==> src/rtl/ps2_pkg.sv <==
// Shared types and constants for the PS/2 frame receiver.
package ps2_pkg;

  localparam int DATA_BITS              = 8;
  localparam int DEFAULT_FILTER_LEN     = 8;
  localparam int DEFAULT_TIMEOUT_CYCLES = 10000;

  typedef enum logic [1:0] {
    RX_IDLE,
    RX_DATA,
    RX_PARITY,
    RX_STOP
  } rx_state_t;

  // A frame's data bits plus its parity bit must carry an odd number of ones.
  function automatic logic oddWeight(input logic [DATA_BITS:0] bits);
    return ^bits;
  endfunction

endpackage

==> src/rtl/ps2_edge_filter.sv <==
// PS/2 pin conditioning: synchronizes both pins, debounces the PS/2 clock
// and emits a one-cycle strobe, with the sampled data bit, on each filtered
// falling edge of the PS/2 clock.
module ps2_edge_filter
  import ps2_pkg::*;
#(
  parameter int FILTER_LEN = DEFAULT_FILTER_LEN
) (
  input  logic clk,
  input  logic reset,
  input  logic i_ps2Clk,
  input  logic i_ps2Dat,
  output logic o_strobe,
  output logic o_bitData
);

  localparam int              CNT_W     = $clog2(FILTER_LEN + 1);
  localparam logic [CNT_W-1:0] FILT_LAST = CNT_W'(FILTER_LEN - 1);

  logic [1:0]       r_clkSync;
  logic [1:0]       r_datSync;
  logic [CNT_W-1:0] r_filtCnt;
  logic             r_clkFilt;
  logic             r_strobe;
  logic             r_bitData;

  // Two-stage synchronizers; they reset to 1 so the bus looks idle.
  always_ff @(posedge clk or posedge reset) begin
    if (reset) begin
      r_clkSync <= 2'b11;
      r_datSync <= 2'b11;
    end else begin
      r_clkSync <= {r_clkSync[0], i_ps2Clk};
      r_datSync <= {r_datSync[0], i_ps2Dat};
    end
  end

  // Flip the filtered clock only after FILTER_LEN differing samples in a row;
  // a flip to low raises the strobe and latches the data pin.
  always_ff @(posedge clk or posedge reset) begin
    if (reset) begin
      r_filtCnt <= '0;
      r_clkFilt <= 1'b1;
      r_strobe  <= 1'b0;
      r_bitData <= 1'b1;
    end else begin
      r_strobe <= 1'b0;
      if (r_clkSync[1] == r_clkFilt) begin
        r_filtCnt <= '0;
      end else if (r_filtCnt == FILT_LAST) begin
        r_filtCnt <= '0;
        r_clkFilt <= r_clkSync[1];
        if (!r_clkSync[1]) begin
          r_strobe  <= 1'b1;
          r_bitData <= r_datSync[1];
        end
      end else begin
        r_filtCnt <= r_filtCnt + CNT_W'(1);
      end
    end
  end

  assign o_strobe  = r_strobe;
  assign o_bitData = r_bitData;

endmodule

==> src/rtl/ps2_frame_receiver.sv <==
// PS/2 device-to-host frame receiver: start, 8 data bits LSB first, odd
// parity, stop. Good bytes are offered on a valid/ack handshake; bad frames
// and dropped good frames are reported with one-cycle pulses.
// Optional feature: define PS2_RX_TIMEOUT_EN to abort a frame after
// TIMEOUT_CYCLES clock cycles without a bit strobe.
module ps2_frame_receiver
  import ps2_pkg::*;
#(
  parameter int FILTER_LEN     = DEFAULT_FILTER_LEN,
  parameter int TIMEOUT_CYCLES = DEFAULT_TIMEOUT_CYCLES
) (
  input  logic       clk,
  input  logic       reset,
  input  logic       ps2_clk_in,
  input  logic       ps2_dat_in,
  output logic [7:0] scancode,
  output logic       valid,
  input  logic       ack,
  output logic       frame_error,
  output logic       overrun
);

  localparam logic [2:0] LAST_BIT = 3'(DATA_BITS - 1);

  rx_state_t            r_state;
  rx_state_t            w_stateNext;
  logic [2:0]           r_bitCnt;
  logic [DATA_BITS-1:0] r_shift;
  logic                 r_parity;
  logic [7:0]           r_scancode;
  logic                 r_valid;
  logic                 r_frameError;
  logic                 r_overrun;
  logic                 w_strobe;
  logic                 w_bitData;
  logic                 w_frameDone;
  logic                 w_frameGood;
  logic                 w_timeout;
  logic                 w_take;

  // Both parameters size counters, so zero or negative values are rejected.
  if (FILTER_LEN < 1 || TIMEOUT_CYCLES < 1) begin : g_paramCheck
    $error("ps2_frame_receiver: FILTER_LEN and TIMEOUT_CYCLES must be positive");
  end

  ps2_edge_filter #(
    .FILTER_LEN(FILTER_LEN)
  ) u_edgeFilter (
    .clk      (clk),
    .reset    (reset),
    .i_ps2Clk (ps2_clk_in),
    .i_ps2Dat (ps2_dat_in),
    .o_strobe (w_strobe),
    .o_bitData(w_bitData)
  );

`ifdef PS2_RX_TIMEOUT_EN
  localparam int              TO_W    = $clog2(TIMEOUT_CYCLES + 1);
  localparam logic [TO_W-1:0] TO_LAST = TO_W'(TIMEOUT_CYCLES - 1);

  logic [TO_W-1:0] r_toCnt;

  // Count silent cycles inside a frame; every bit strobe restarts the count.
  always_ff @(posedge clk or posedge reset) begin
    if (reset) begin
      r_toCnt <= '0;
    end else if (r_state == RX_IDLE || w_strobe) begin
      r_toCnt <= '0;
    end else begin
      r_toCnt <= r_toCnt + TO_W'(1);
    end
  end

  assign w_timeout = (r_state != RX_IDLE) && !w_strobe && (r_toCnt == TO_LAST);
`else
  assign w_timeout = 1'b0;
`endif

  // Frame state register.
  always_ff @(posedge clk or posedge reset) begin
    if (reset) begin
      r_state <= RX_IDLE;
    end else begin
      r_state <= w_stateNext;
    end
  end

  // Next state and frame verdict; the verdict is only meaningful on the stop strobe.
  always_comb begin
    w_stateNext = r_state;
    w_frameDone = 1'b0;
    w_frameGood = 1'b0;
    if (w_timeout) begin
      w_stateNext = RX_IDLE;
    end else if (w_strobe) begin
      case (r_state)
        RX_IDLE:   if (!w_bitData) w_stateNext = RX_DATA;
        RX_DATA:   if (r_bitCnt == LAST_BIT) w_stateNext = RX_PARITY;
        RX_PARITY: w_stateNext = RX_STOP;
        RX_STOP: begin
          w_stateNext = RX_IDLE;
          w_frameDone = 1'b1;
          w_frameGood = w_bitData & oddWeight({r_shift, r_parity});
        end
        default:   w_stateNext = RX_IDLE;
      endcase
    end
  end

  // Shift register, bit counter and parity capture, advanced only on strobes.
  always_ff @(posedge clk or posedge reset) begin
    if (reset) begin
      r_bitCnt <= '0;
      r_shift  <= '0;
      r_parity <= 1'b0;
    end else if (w_strobe) begin
      case (r_state)
        RX_IDLE: r_bitCnt <= '0;
        RX_DATA: begin
          r_shift  <= {w_bitData, r_shift[DATA_BITS-1:1]};
          r_bitCnt <= r_bitCnt + 3'd1;
        end
        RX_PARITY: r_parity <= w_bitData;
        default: ;
      endcase
    end
  end

  assign w_take = r_valid & ack;

  // Output handshake: a good frame loads unless an unconsumed byte is still
  // held, in which case the new byte is dropped and overrun pulses.
  always_ff @(posedge clk or posedge reset) begin
    if (reset) begin
      r_scancode   <= 8'h00;
      r_valid      <= 1'b0;
      r_frameError <= 1'b0;
      r_overrun    <= 1'b0;
    end else begin
      r_frameError <= (w_frameDone & ~w_frameGood) | w_timeout;
      r_overrun    <= 1'b0;
      if (w_frameDone && w_frameGood) begin
        if (r_valid && !ack) begin
          r_overrun <= 1'b1;
        end else begin
          r_scancode <= r_shift;
          r_valid    <= 1'b1;
        end
      end else if (w_take) begin
        r_valid <= 1'b0;
      end
    end
  end

  assign scancode    = r_scancode;
  assign valid       = r_valid;
  assign frame_error = r_frameError;
  assign overrun     = r_overrun;

endmodule

==> config.mk <==
export PLATFORM = sky130hd
export DESIGN_NAME = ps2_frame_receiver
export DESIGN_NICKNAME = d
export VERILOG_FILES = /design/src/rtl/ps2_pkg.sv /design/src/rtl/ps2_edge_filter.sv /design/src/rtl/ps2_frame_receiver.sv
export SDC_FILE = /design/constraint.sdc
export NUM_CORES = 1
export LEC_CHECK = 0
export ABC_CLOCK_PERIOD_IN_PS = 2700
export CAP_MARGIN = 20
export CORE_AREA = 2 2 55 57
export CTS_BUF_LIST = sky130_fd_sc_hd__clkbuf_8
export DETAILED_ROUTE_END_ITERATION = 12
export DIE_AREA = 0 0 57 59
export PLACE_DENSITY_LB_ADDON = 0.12
export SKIP_LAST_GASP = 1
export SLEW_MARGIN = 40
export SYNTH_ARGS = -nofsm -noshare
export SYNTH_HDL_FRONTEND = slang
export SYNTH_SLANG_ARGS = --single-unit
==> constraint.sdc <==
create_clock -name clk -period 2.7 [get_ports clk]
set_clock_uncertainty 0.2 [all_clocks]
set_input_delay 0.405 -clock clk [delete_from_list [all_inputs] [get_ports clk]]
set_output_delay 0.405 -clock clk [all_outputs]
set_load 0.03 [all_outputs]
After elaboration in Yosys (flattened, before gate mapping)
Cells that the tools add are included.
{ "op_classes": {"add_sub_neg": 2, "mul": 0, "div_mod_pow": 0, "magnitude_cmp": 0, "n_eq_ne": 9, "shifts": 0, "n_mux": 18, "bitwise_logic": 7, "reduce_logical": 15} }
{ "op_table": {"columns": ["cell", "count"], "rows": [
  ["1-bit 2-to-1 mux", 12],
  ["2-bit AND reduction", 6],
  ["9-bit XOR reduction", 1],
  ["4-bit 2-to-1 mux", 2],
  ["2-bit one-hot mux with 4 select lines", 1],
  ["2-bit != test, second input constant", 3],
  ["3-bit one-hot mux with 2 select lines", 1],
  ["3-bit AND reduction", 2],
  ["4-bit by 1-bit adder with 4-bit output, second input constant", 1],
  ["2-bit equality test, second input constant", 2],
  ["4-bit by 3-bit equality test with 1-bit output, second input constant", 1],
  ["2-bit 2-to-1 mux", 2],
  ["1-bit NOT", 4],
  ["2-bit nonzero test", 2],
  ["3-bit by 1-bit adder with 3-bit output, second input constant", 1],
  ["1-bit bitwise AND", 3],
  ["3-bit equality test, second input constant", 1],
  ["2-bit by 1-bit equality test with 1-bit output, second input constant", 1],
  ["1-bit logical AND", 2],
  ["2-bit logical NOT", 1],
  ["1-bit equality test", 1],
  ["1-bit logical NOT", 1]
]} }
{ "word_totals": {"ff_bits": 36, "latch_bits": 0, "ram_bits": 0, "rom_bits": 0, "in_bits": 5, "out_inout_bits": 11, "word_cells": 65, "n_memories": 0} }

Depth between registers and ports, before layout
{ "depth": {"depth_word": 7, "mapped_depth": 6, "ltp_nobuf": 6} }

Cells and area by module
A second synthesis with hierarchy kept.
{ "hier_totals": {"cells_unflattened": 112, "area_unflattened_um2": 1572.8} }
{ "modules_own_cells": {"columns": ["mod", "n_inst", "cells_per_inst", "area_each_um2", "seq_area_each_um2"], "rows": [
  ["ps2_frame_receiver", 1, 83, 1138.6, 625.6],
  ["ps2_edge_filter", 1, 29, 434.2, 282.8]
]} }

Worst setup path after synthesis
Ideal clock, no wire load.
{ "synth_path": {"kind": "reg2reg", "startpoint": "reg r_shift[3]", "endpoint": "reg r_scancode[0], in the netlist scancode[0]", "setup_time_ns": 0.125, "arrival_ns": 1.916, "required_time_ns": 2.375, "setup_slack_ns": 0.460, "path_stages_with_launch": 5, "path_buffers": 0, "period_less_slack_ns": 2.240, "path_cell_list": "dfrtp_1 -> xnor3_1 -> or4b_1 -> mux2i_4 -> mux2_2"} }
{ "synth_between": {"elab_chain_cells": 6} }
{ "synth_lines": {"columns": ["element", "line_no", "rtl"], "rows": [
  ["from (decl)", "ps2_frame_receiver.sv:28", "logic [DATA_BITS-1:0] r_shift;"],
  ["from (signal assigned)", "ps2_frame_receiver.sv:120", "r_shift <= {w_bitData, r_shift[DATA_BITS-1:1]};"],
  ["9-bit XOR reduction", "ps2_pkg.sv:17", "return ^bits;"],
  ["1-bit bitwise AND", "ps2_frame_receiver.sv:103", "w_frameGood = w_bitData & oddWeight({r_shift, r_parity});"],
  ["1-bit 2-to-1 mux", "ps2_frame_receiver.sv:96", "case (r_state)"],
  ["1-bit 2-to-1 mux", "ps2_frame_receiver.sv:95", "end else if (w_strobe) begin"],
  ["1-bit logical AND", "ps2_frame_receiver.sv:142", "if (w_frameDone && w_frameGood) begin"],
  ["2-bit AND reduction (no line)", null, null],
  ["to (signal assigned)", "ps2_frame_receiver.sv:146", "r_scancode <= r_shift;"],
  ["to (decl)", "ps2_frame_receiver.sv:30", "logic [7:0] r_scancode;"]
]} }
No other way between the ends.
A chain may end at the register's enable or synchronous reset.

Final worst setup path
{ "layout_path": {"startpoint": "reg r_shift[3]", "endpoint": "reg r_scancode[2], in the netlist scancode[2]"} }
The elaborated chain is that of the path after synthesis.

==> out/results.md <==
| Metric | Value |
| --- | --- |
| Status | completed |
| Total of warnings raised by yosys | 0 |
| Share of the core filled with cells in the final layout | 67.1% |
| Type of the setup path with the least slack | flop to flop |
| Power per Cell Area | 556 nW/um2 |
| Final setup TNS | 0 ns |
| Full die area | 3360 um2 |
| Global placement routability congestion | 0.719 |
| Sequential standard cell area | 908 um2 |
| Post-CTS setup repair buffer count | 0 |
| Number of levels the H-tree was split into | 2 |
| Share of cells above drive strength 1 | 25.0% |
| Launching element type of the critical path | flop |
| Count of unique library cells instantiated by Yosys | 26 |
| Starting DRC count in detailed routing | 17 |
| Hold wc startpoint | u_edgeFilter.r_datSync[0] |
| GRT Overall Usage | 16.7% |
| Die outline height | 59 um |
| Via count | 904 |
| Total of flip-flops plus latches after synthesis | 36 |
| Endpoints failing setup | 0 |
| Worst Reg-to-Reg Cells | 4 |
| Fmax | 0.414 GHz |
| Number of antenna violations at the first check in global routing | 0 |
| Worst setup slack for register-to-register paths | 0.28 ns |
| Number of pins exceeding their max-slew limit in the final report | 0 |
| Fraction of the yosys area taken by sequential cells | 59.0% |
| Commonest non-fill, non-tap cell in the layout | dfrtp_1 |
| Clk Latency, worst-skew pair | 0.28 ns |
| Net count reported at finish | 148 |
| Number of detailed-routing iterations run before antenna repair | 4 |
| Starting utilization of the core area | 56.8% |
| Number of buffers created by CTS | 5 |
| Vias in the first global route | 985 |
| Reported max-cap violation count | 0 |
| Wire length of the first global-routing pass | 4.11 mm |
| ANT nets after route | 0 |
| Total Wirelength | 2.37 mm |
| Setup crit start | r_shift[3] |
| Number of hold buffers added after cts | 0 |
| Clock sink count | 36 |
| Kind of path behind the tightest hold check | flop to flop |
| HPWL reported at the end of detailed placement | 1.82 mm |
| Crit-path max FO | 8 |
| Cell depth of the worst min-delay path | 0 |
| Die W | 57 um |
| Startpoint of the worst-slack reg-to-reg timing path | r_shift[3] |
| Maximum clock insertion buffer count | 2 |
| Worst EP arrival | 2.38 ns |
| Num ports | 16 |
| Clock slew at the register clock pins of the worst setup and hold paths | 0.07 ns |
| Mean number of vias per cell | 5.41 |
| Number of design rule violations left after detail routing | 0 |
| Average cell area after synthesis | 13.6 um2 |
| Max-slew headroom at the worst pin | 71.2% |
| CP Capture Type | flop |
| Footprint of the multi-input gates | 604 um2 |
| Most used cells in the layout excluding fill and tap cells | dfrtp_1, mux2_2, clkdlybuf4s50_1 |
| Summed area of non-filler cells in the final layout | 1820 um2 |
| Gate Count Post-Synth | 113 |
| Post-detailed-placement cell area | 1730 um2 |
| Fillers | 219 |
| Summed instance area of the synthesized netlist | 1540 um2 |
| Number of gates given a new drive strength after cts | 0 |
| Dominant cell type by area after synthesis | dfrtp_1 |
| Min Clock Period, post-route | 2.42 ns |
| WL/cell | 14.2 um |
| Most area-consuming cells after synthesis | dfrtp_1, mux2_2, dfstp_2 |
| Antenna Cells | 0 |
| Largest net degree at the start of global routing | 37 |
| Portion of synthesized cell area occupied by the leading cell type | 48.8% |
| Placeable core region | 2710 um2 |
| Worst-path cell with the longest stage delay | or4b_1 |
| RSZ-0062 raised after global routing | no |
| Area added between synthesis and finish | 18.2% |
| Final number of hold-violating endpoints | 0 |
| Nets in the synthesized netlist | 126 |
| CTS tree | yes |
| IO Port Bufs | 15 |
| Req. time, crit path | 2.66 ns |
| Standard-cell row count | 19 |
| Critical path's largest stage delay | 0.53 ns |
| Critical path, cell by cell | xnor3_1, or4b_1, mux2i_4, mux2_2 |
| Post-route clock period utilization | 89.6% |
| Slew at the pin with the worst max-slew slack | 0.432 ns |
| Peak ir drop on the vdd network | 0.557 mV |
| Leakage power total | 0.861 nW |
| Clock Root Buffer | clkbuf_8 |
| GRT Residual Overflow | 0 |
-- flip-flops by register name (all words and copies together) (netlist names), 2 cells and up --
name                    cells
r_shift                     8
scancode                    8
u_edgeFilter.r_filtCnt      4
r_bitCnt                    3
r_state                     2
u_edgeFilter.r_clkSync      2
u_edgeFilter.r_datSync      2
-- critical path, delay by kind of cell, from the launching register on --
| family | cells | cell delay, ns |
|---|---|---|
| DFF | 1 | 0.41 |
| and+or+nand+nor | 1 | 0.53 |
| muxes | 2 | 0.70 |
| xor gates and xnor gates | 1 | 0.47 |
-- final timing paths --
kind	endpoint
setup / recovery	scancode[2]
hold / removal	u_edgeFilter.r_datSync[1]
setup reg to reg	scancode[2]
hold reg to reg	u_edgeFilter.r_datSync[1]
max in group asynchronous	u_edgeFilter.r_datSync[0]
min in group asynchronous	r_state[1]
-- kinds of logic (layout without fill, tap and decap cells) --
group,count (synthesis),after routing,synth area share (%)
AOI/OAI and AO/OA,14,14,5.85
xor gates and xnor gates,7,7,5.77
DFF,36,36,59.0
and+or+nand+nor,23,23,7.24
adders and majority gates,8,8,6.50
muxes,18,18,13.9
buffers and inverters,7,30,1.71
-- metrics by stage --
step	power, mW	std cells	hold WS (ns)	setup slack, ns
5_1_grt	1.06	167	0.165	0.201
4_1_cts	1.03	167	0.157	0.271
6_report	1.01	167	0.157	0.282
3_3_place_gp	0.659	159	0.149	0.217
3_5_place_dp	0.665	159	0.147	0.171
2_1_floorplan	0.641	113	0.145	0.460
-- cell usage after synthesis, drive strengths merged --
cell type and count:
clkbuf 1, nor2 3, ha 8, dfrtp 30, and2 1, nor3 4
or2 1, nand4 1, dfstp 6, inv 6, a21oi 2, nand2 9
nand3 1, xnor3 2, nor2b 1, a32o 2, mux2i 1, o31ai 1
xor2 1, or4b 1, o32a 1, nand2b 1, mux2 17, o21ai 7
xnor2 4, o21a 1
-- final cells by class --
cell class	instances	share of cell area (%)
flip-flops and latches	36	49.9
multi-input cells	70	33.2
repair buffers	16	8.67
clock buffers	5	3.78
well taps	31	2.13
inverters	6	1.24
clock inverters	3	1.03
-- power by group --
group	internal, mW	total (mW)	switching [mW]
registers	0.567	0.583	0.0164
clock network	0.179	0.359	0.180
logic	0.0320	0.0697	0.0377
total	0.778	1.01	0.234
-- routing by layer --
layer | wire length, um | up-vias | track usage (%)
met4 | 32 | 0 | 10.3
met2 | 1220 | 16 | 27.8
li1 | - | 436 | -
met1 | 1020 | 448 | 19.2
met5 | 0 | - | 0
met3 | 92 | 4 | 5.02
Power figures use the tool's default switching activity.
